**config.mk**
```make
export PLATFORM = sky130hd
export DESIGN_NAME = fpnew_divsqrt_iter_unit
export DESIGN_NICKNAME = d
export VERILOG_FILES = /design/src/rtl/fpnew_pkg.sv /design/src/rtl/fpnew_divsqrt_iter_step.sv /design/src/rtl/fpnew_divsqrt_iter_unit.sv
export SDC_FILE = /design/constraint.sdc
export NUM_CORES = 1
export LEC_CHECK = 0
export CORE_MARGIN = 2
export CORE_UTILIZATION = 50
export CTS_CLUSTER_SIZE = 14
export DETAILED_ROUTE_END_ITERATION = 6
export PLACE_DENSITY = 0.73
export SETUP_SLACK_MARGIN = 0.2
export SYNTH_ARGS = -nofsm -noshare
export SYNTH_HDL_FRONTEND = slang
export SYNTH_HIERARCHICAL = 1
export SYNTH_SLANG_ARGS = --single-unit
```
**constraint.sdc**
```tcl
create_clock -name clk_i -period 4.2 [get_ports clk_i]
set_input_delay 0.42 -clock clk_i [delete_from_list [all_inputs] [get_ports clk_i]]
set_output_delay 0.42 -clock clk_i [all_outputs]
set_load 0.02 [all_outputs]
```
**src/rtl/fpnew_pkg.sv**
```systemverilog
// Shared types and helpers for the iterative divide/square-root unit.
// Optional feature macro used by the unit: FPNEW_DIVSQRT_EARLY_READY_EN.
package fpnew_pkg;

  typedef enum logic [1:0] {
    StIdle = 2'd0,
    StBusy = 2'd1,
    StDone = 2'd2
  } divsqrt_iter_state_e;

  // Number of restoring steps: one result bit per step, W+2 result bits.
  function automatic int unsigned divsqrt_iter_cycles(input int unsigned mant_width);
    return mant_width + 32'd2;
  endfunction

endpackage

```
**src/rtl/fpnew_divsqrt_iter_step.sv**
```systemverilog
// Single combinational radix-2 restoring step, shared by divide and square root.
module fpnew_divsqrt_iter_step #(
  parameter int unsigned MantWidth = 53
) (
  input  logic                 is_sqrt_i,
  input  logic [MantWidth+2:0] rem_i,
  input  logic [MantWidth+1:0] root_i,
  input  logic [1:0]           rad_bits_i,
  input  logic [MantWidth-1:0] divisor_i,
  output logic [MantWidth+2:0] rem_o,
  output logic                 q_bit_o
);

  localparam int unsigned RemW   = MantWidth + 3;
  localparam int unsigned TrialW = MantWidth + 5;

  logic [TrialW-1:0] div_rem, div_sub, div_diff;
  logic [TrialW-1:0] sq_trial, sq_sub, sq_diff;
  logic              div_ge, sq_ge;

  // Trial subtraction for both ops; the stored op type picks which one is used.
  always_comb begin
    div_rem  = {2'b00, rem_i};
    div_sub  = {5'b00000, divisor_i};
    div_ge   = (div_rem >= div_sub);
    div_diff = div_rem - div_sub;
    // Sqrt trial: (rem<<2 | next two radicand bits) - (root<<2 | 1).
    sq_trial = {rem_i, rad_bits_i};
    sq_sub   = {1'b0, root_i, 2'b01};
    sq_ge    = (sq_trial >= sq_sub);
    sq_diff  = sq_trial - sq_sub;
    q_bit_o  = 1'b0;
    rem_o    = '0;
    if (is_sqrt_i) begin
      q_bit_o = sq_ge;
      rem_o   = sq_ge ? RemW'(sq_diff) : RemW'(sq_trial);
    end else begin
      // Remainder stays below 2*divisor, so the shifted value always fits.
      q_bit_o = div_ge;
      rem_o   = div_ge ? RemW'(div_diff << 1) : RemW'(div_rem << 1);
    end
  end

endmodule

```
**src/rtl/fpnew_divsqrt_iter_unit.sv**
```systemverilog
// Iterative radix-2 mantissa divide / square-root engine, one result bit per cycle.
// Define FPNEW_DIVSQRT_EARLY_READY_EN to accept a new start in the DONE cycle.
module fpnew_divsqrt_iter_unit
  import fpnew_pkg::*;
#(
  parameter int unsigned MantWidth = 53
) (
  input  logic                 clk_i,
  input  logic                 rst_i,
  input  logic                 div_start_i,
  input  logic                 sqrt_start_i,
  input  logic [MantWidth:0]   op_a_i,
  input  logic [MantWidth-1:0] op_b_i,
  input  logic                 kill_i,
  output logic                 ready_o,
  output logic                 done_o,
  output logic [MantWidth+1:0] result_o,
  output logic                 sticky_o
);

  localparam int unsigned Iter = divsqrt_iter_cycles(MantWidth);
  localparam int unsigned CntW = $clog2(Iter + 1);
  localparam int unsigned RemW = MantWidth + 3;
  localparam int unsigned RadW = 2 * MantWidth + 4;

  divsqrt_iter_state_e state_q, state_d;

  logic [CntW-1:0]      cnt_q;
  logic                 is_sqrt_q;
  logic [RemW-1:0]      rem_q;
  logic [MantWidth+1:0] qr_q;
  logic [RadW-1:0]      rad_q;
  logic [MantWidth-1:0] b_q;
  logic                 a_nz_q;
  logic [MantWidth+1:0] result_q;
  logic                 sticky_q;

  logic [RemW-1:0] rem_nxt;
  logic            q_bit;
  logic            accept;
  logic            last_step;

  fpnew_divsqrt_iter_step #(
    .MantWidth(MantWidth)
  ) u_step (
    .is_sqrt_i (is_sqrt_q),
    .rem_i     (rem_q),
    .root_i    (qr_q),
    .rad_bits_i(rad_q[RadW-1 -: 2]),
    .divisor_i (b_q),
    .rem_o     (rem_nxt),
    .q_bit_o   (q_bit)
  );

  // Handshake outputs; none of them look at the start or operand inputs.
  always_comb begin
    done_o = (state_q == StDone) & ~kill_i;
`ifdef FPNEW_DIVSQRT_EARLY_READY_EN
    ready_o = (state_q == StIdle) | ((state_q == StDone) & ~kill_i);
`else
    ready_o = (state_q == StIdle);
`endif
    accept    = ready_o & (div_start_i | sqrt_start_i) & ~kill_i;
    last_step = (state_q == StBusy) && (cnt_q == CntW'(Iter - 1));
  end

  // Next-state logic; kill overrides every transition.
  always_comb begin
    state_d = state_q;
    unique case (state_q)
      StIdle: if (accept) state_d = StBusy;
      StBusy: if (last_step) state_d = StDone;
      StDone: state_d = accept ? StBusy : StIdle;
      default: state_d = StIdle;
    endcase
    if (kill_i) state_d = StIdle;
  end

  // State register.
  always_ff @(posedge clk_i) begin
    if (rst_i) state_q <= StIdle;
    else       state_q <= state_d;
  end

  // Operand latch, iteration datapath and result registers.
  always_ff @(posedge clk_i) begin
    if (rst_i) begin
      cnt_q     <= '0;
      is_sqrt_q <= 1'b0;
      rem_q     <= '0;
      qr_q      <= '0;
      rad_q     <= '0;
      b_q       <= '0;
      a_nz_q    <= 1'b0;
      result_q  <= '0;
      sticky_q  <= 1'b0;
    end else if (state_q == StBusy && !kill_i) begin
      rem_q <= rem_nxt;
      qr_q  <= {qr_q[MantWidth:0], q_bit};
      rad_q <= rad_q << 2;
      cnt_q <= cnt_q + CntW'(1);
      if (last_step) begin
        result_q <= {qr_q[MantWidth:0], q_bit};
        // A zero divisor never reduces the remainder; report the dividend instead.
        sticky_q <= (!is_sqrt_q && b_q == '0) ? a_nz_q : (rem_nxt != '0);
      end
    end else if (accept) begin
      is_sqrt_q <= ~div_start_i;
      rem_q     <= div_start_i ? {2'b00, op_a_i} : '0;
      qr_q      <= '0;
      rad_q     <= {op_a_i, {(MantWidth + 3){1'b0}}};
      b_q       <= op_b_i;
      a_nz_q    <= (op_a_i != '0);
      cnt_q     <= '0;
    end
  end

  assign result_o = result_q;
  assign sticky_o = sticky_q;

endmodule

```
==> results_dict.tcl <==
set metrics [dict create \
    status "finished, violations left" \
    violations "DRC, setup timing" \
    fin_ws_ns -0.447 \
    async_flop_share_pct 0 \
    peakVddDrop_v 0.000404 \
    die_h_um 199 \
    worst_pin_slew_ns 1.30 \
    drive_above_1_share_pct 28.2 \
    fin_tns_setup_ns -0.685 \
    yosysWarningCount 6 \
    grt_max_degree 168 \
    clock_path_buffers 3 \
    slew_violations 0 \
    p_sw_w 0.00545 \
    top_level_ports 170 \
    synth_top_area_cell "dfxtp_1" \
    post-route-period-util_pct 111 \
    layout_min_cycle_time_ns 4.65 \
    num_antenna_cells 0 \
    cts_made_buffers 31 \
    ys_types 90 \
    synth_edf_count 0 \
    coreArea_mm2 0.0376 \
    drtIter0Drc 2485 \
    multi_input_area_mm2 0.0132 \
    p_seq_share_pct 21.0 \
    antenna_found_initial 2 \
    cp.arrival_ns 5.09 \
    ys_top_cells_by_area "dfxtp_1 30%, a21oi_1 11%, nand2_1 9.0%" \
    clk_latency_ns 0.61 \
    avgSynthCellArea_um2 7.25 \
    internal_power_w 0.00858 \
    switching_share_pct 38.9 \
    leakage_nw 11.9 \
    postRouteAntennaNets 0 \
    setup_viol_count_final 2 \
    synth_seq_cells 284 \
    hold_violations 0 \
    nNetsFinal 3539 \
    io_buffers 169 \
    die_w_um 199 \
    path_class "reg -> reg" \
    critPathRequiredTime_ns 4.64 \
    totalPowerFinal_w 0.0140 \
    ys_dominant_reg_cell "dfxtp_1" \
    wl_um 77500 \
    cts_max_level 1 \
    first_pass_iters 7 \
    num-fill-cells 2918 \
    wl_per_cell_um 20.1 \
    row_count 71 \
    grt_pass1_wl_um 118000 \
    power_density_mw_per_mm2 496 \
    power_frac_comb_pct 58.1 \
    layout_common_cells "629 x buf_4, 449 x nand2_1, 379 x a21oi_1, 238 x dfxtp_1, 175 x nor2_1" \
    dr_total_vias 23100 \
    start_util_pct 50.7 \
    synth_area_mm2 0.0191 \
    regArea_mm2 0.00576 \
    dp_hpwl_um 57100 \
    syn2layout_area_growth_pct 48.4 \
    critPathMaxFanout 6 \
    clock.fmax_mhz 215 \
    worstHoldPathType "in -> reg" \
    crit_path_start_kind "register" \
    via_per_inst 5.99 \
    rsz0062_at_grt "true" \
    yosysSeqAreaShare_pct 29.8 \
    synthCells 2627 \
    clk_pin_slew_ns 0.06 \
    drc 20 \
    final_common_cell "buf_4" \
    grt_overflow_total 0 \
    routabilityCongestion 0.987 \
    p_clk_share_pct 20.9 \
    fin_skew_ns 0.0243 \
    ctsRootBufferMaster "clkbuf_16" \
    crit_path_end_kind "register" \
    syn_nets 2852 \
    drv_cap 0 \
    gr-usage-all-layers_pct 37.8 \
    cts_tree "built" \
    relSlewSlack_pct 12.8 \
    yosysTopAreaCellShare_pct 29.8 \
    first_global_vias 22300 \
    cts_sinks 284 \
    die_area_mm2 0.0397 \
]
[cells in the mapped netlist, types with 5 or more instances]
cell      instances
or2_2             5
xnor2_1          55
a21o_1           55
nand4_1          42
nor2_1          179
nor2b_1          11
o211ai_1         11
nand2_1         456
or3_1             8
nand2b_1         15
o221ai_1          5
nor4_1           53
a222oi_1         54
a22oi_1          53
and2_1           11
o21a_1           21
o21bai_1         19
a211oi_1         45
a21boi_0          6
o21ai_0         109
nor3_1           20
clkbuf_1        116
and3_1           16
o31ai_1          10
and4_1            8
ha_1            112
nand3_1          85
xor2_1           40
buf_1            13
inv_1           133
dfxtp_1         284
mux2i_1          18
a21oi_1         403
a31oi_1          14
buf_2            51
o21ai_1           6
[kinds of logic after synthesis]
logic type | count (synthesis) | synth area share [%]
mux | 21 | 1.12
flops | 284 | 29.8
buf+inv | 319 | 6.74
simple gates | 930 | 21.9
fa+ha+maj | 113 | 7.46
compound gates | 865 | 28.6
xor+xnor | 95 | 4.37
[power by group through the flow]
stage               combinational (W)  sequential, W  clock, W
floorplan                     0.00364        0.00294         0
global placement              0.00670        0.00298         0
detailed placement            0.00676        0.00299         0
CTS                           0.00765        0.00294   0.00296
global route                  0.00858        0.00295   0.00306
finish                        0.00816        0.00295   0.00293
[path summary, 6_finish.rpt]
kind	start	depth (start not counted)	slack, ns	to
max	rem_q[7]	21	-0.45	sticky_o
min	op_b_i[5]	3	0.36	b_q[5]
max reg2reg	rem_q[7]	21	-0.45	sticky_o
min reg2reg	result_o[33]	2	0.45	result_o[33]
[through the flow]
stage / instance area, um2 / util [%] / setup WS (ns) / instances / hold slack, ns
after floorplan: 19200 / - / 0.201 / 2627 / 0.437
after global placement: 25600 / 68.1 / -0.555 / 3745 / 0.442
after detailed placement: 25600 / 68.1 / -0.614 / 3745 / 0.447
after CTS: 28000 / 74.5 / -0.217 / 3840 / 0.348
after global routing: 28300 / 75.3 / -0.533 / 3849 / 0.364
final: 28300 / 75.3 / -0.447 / 3849 / 0.364
[metal layers]
layer,GRT usage [%],vias to the layer above,wire (um)
met3,4.05,295,5350
li1,-,10800,-
met5,0,-,14
met4,23.3,2,5610
met1,46.5,10800,30900
met2,63.4,1111,35600
[critical path, stage by stage, from the launching register on]
cell,delay (ns)
dfxtp_2,0.45
ha_4,0.26
a21oi_1,0.23
o211ai_1,0.17
a31oi_2,0.35
a211oi_4,0.14
o21ai_2,0.24
a2111oi_2,0.10
buf_4,0.17
a21o_4,0.24
buf_6,0.13
buf_16,0.14
buf_6,0.11
buf_4,0.13
o21ai_1,0.13
a21oi_1,0.12
nor4_2,0.36
buf_4,0.18
nand4_1,0.09
or4_4,0.55
nor2_2,0.11
o41ai_2,0.07
[sequential cells by signal, indices dropped and copies added (netlist names)]
signal	flops
is_sqrt_q	1
qr_q	55
result_o	55
a_nz_q	1
cnt_q	6
rad_q	54
sticky_o	1
rem_q	56
state_q	2
b_q	53
[layout make-up]
class	count	share of cell area, %
Sequential cell	284	20.4
Clock inverter	13	0.619
Tap cell	511	2.26
Multi-Input combinational cell	2024	46.7
Inverter	134	1.78
Timing Repair Buffer	839	25.0
Clock buffer	44	3.20
[what timing repair did]
action	4_1_cts	5_1_grt
setup buffers	35	9
setup endpoints to repair	14	10
resized for setup	204	37
hold buffers	0	0
cloned	3	0
pin swaps	63	25
Power figures use the tool's default switching activity.
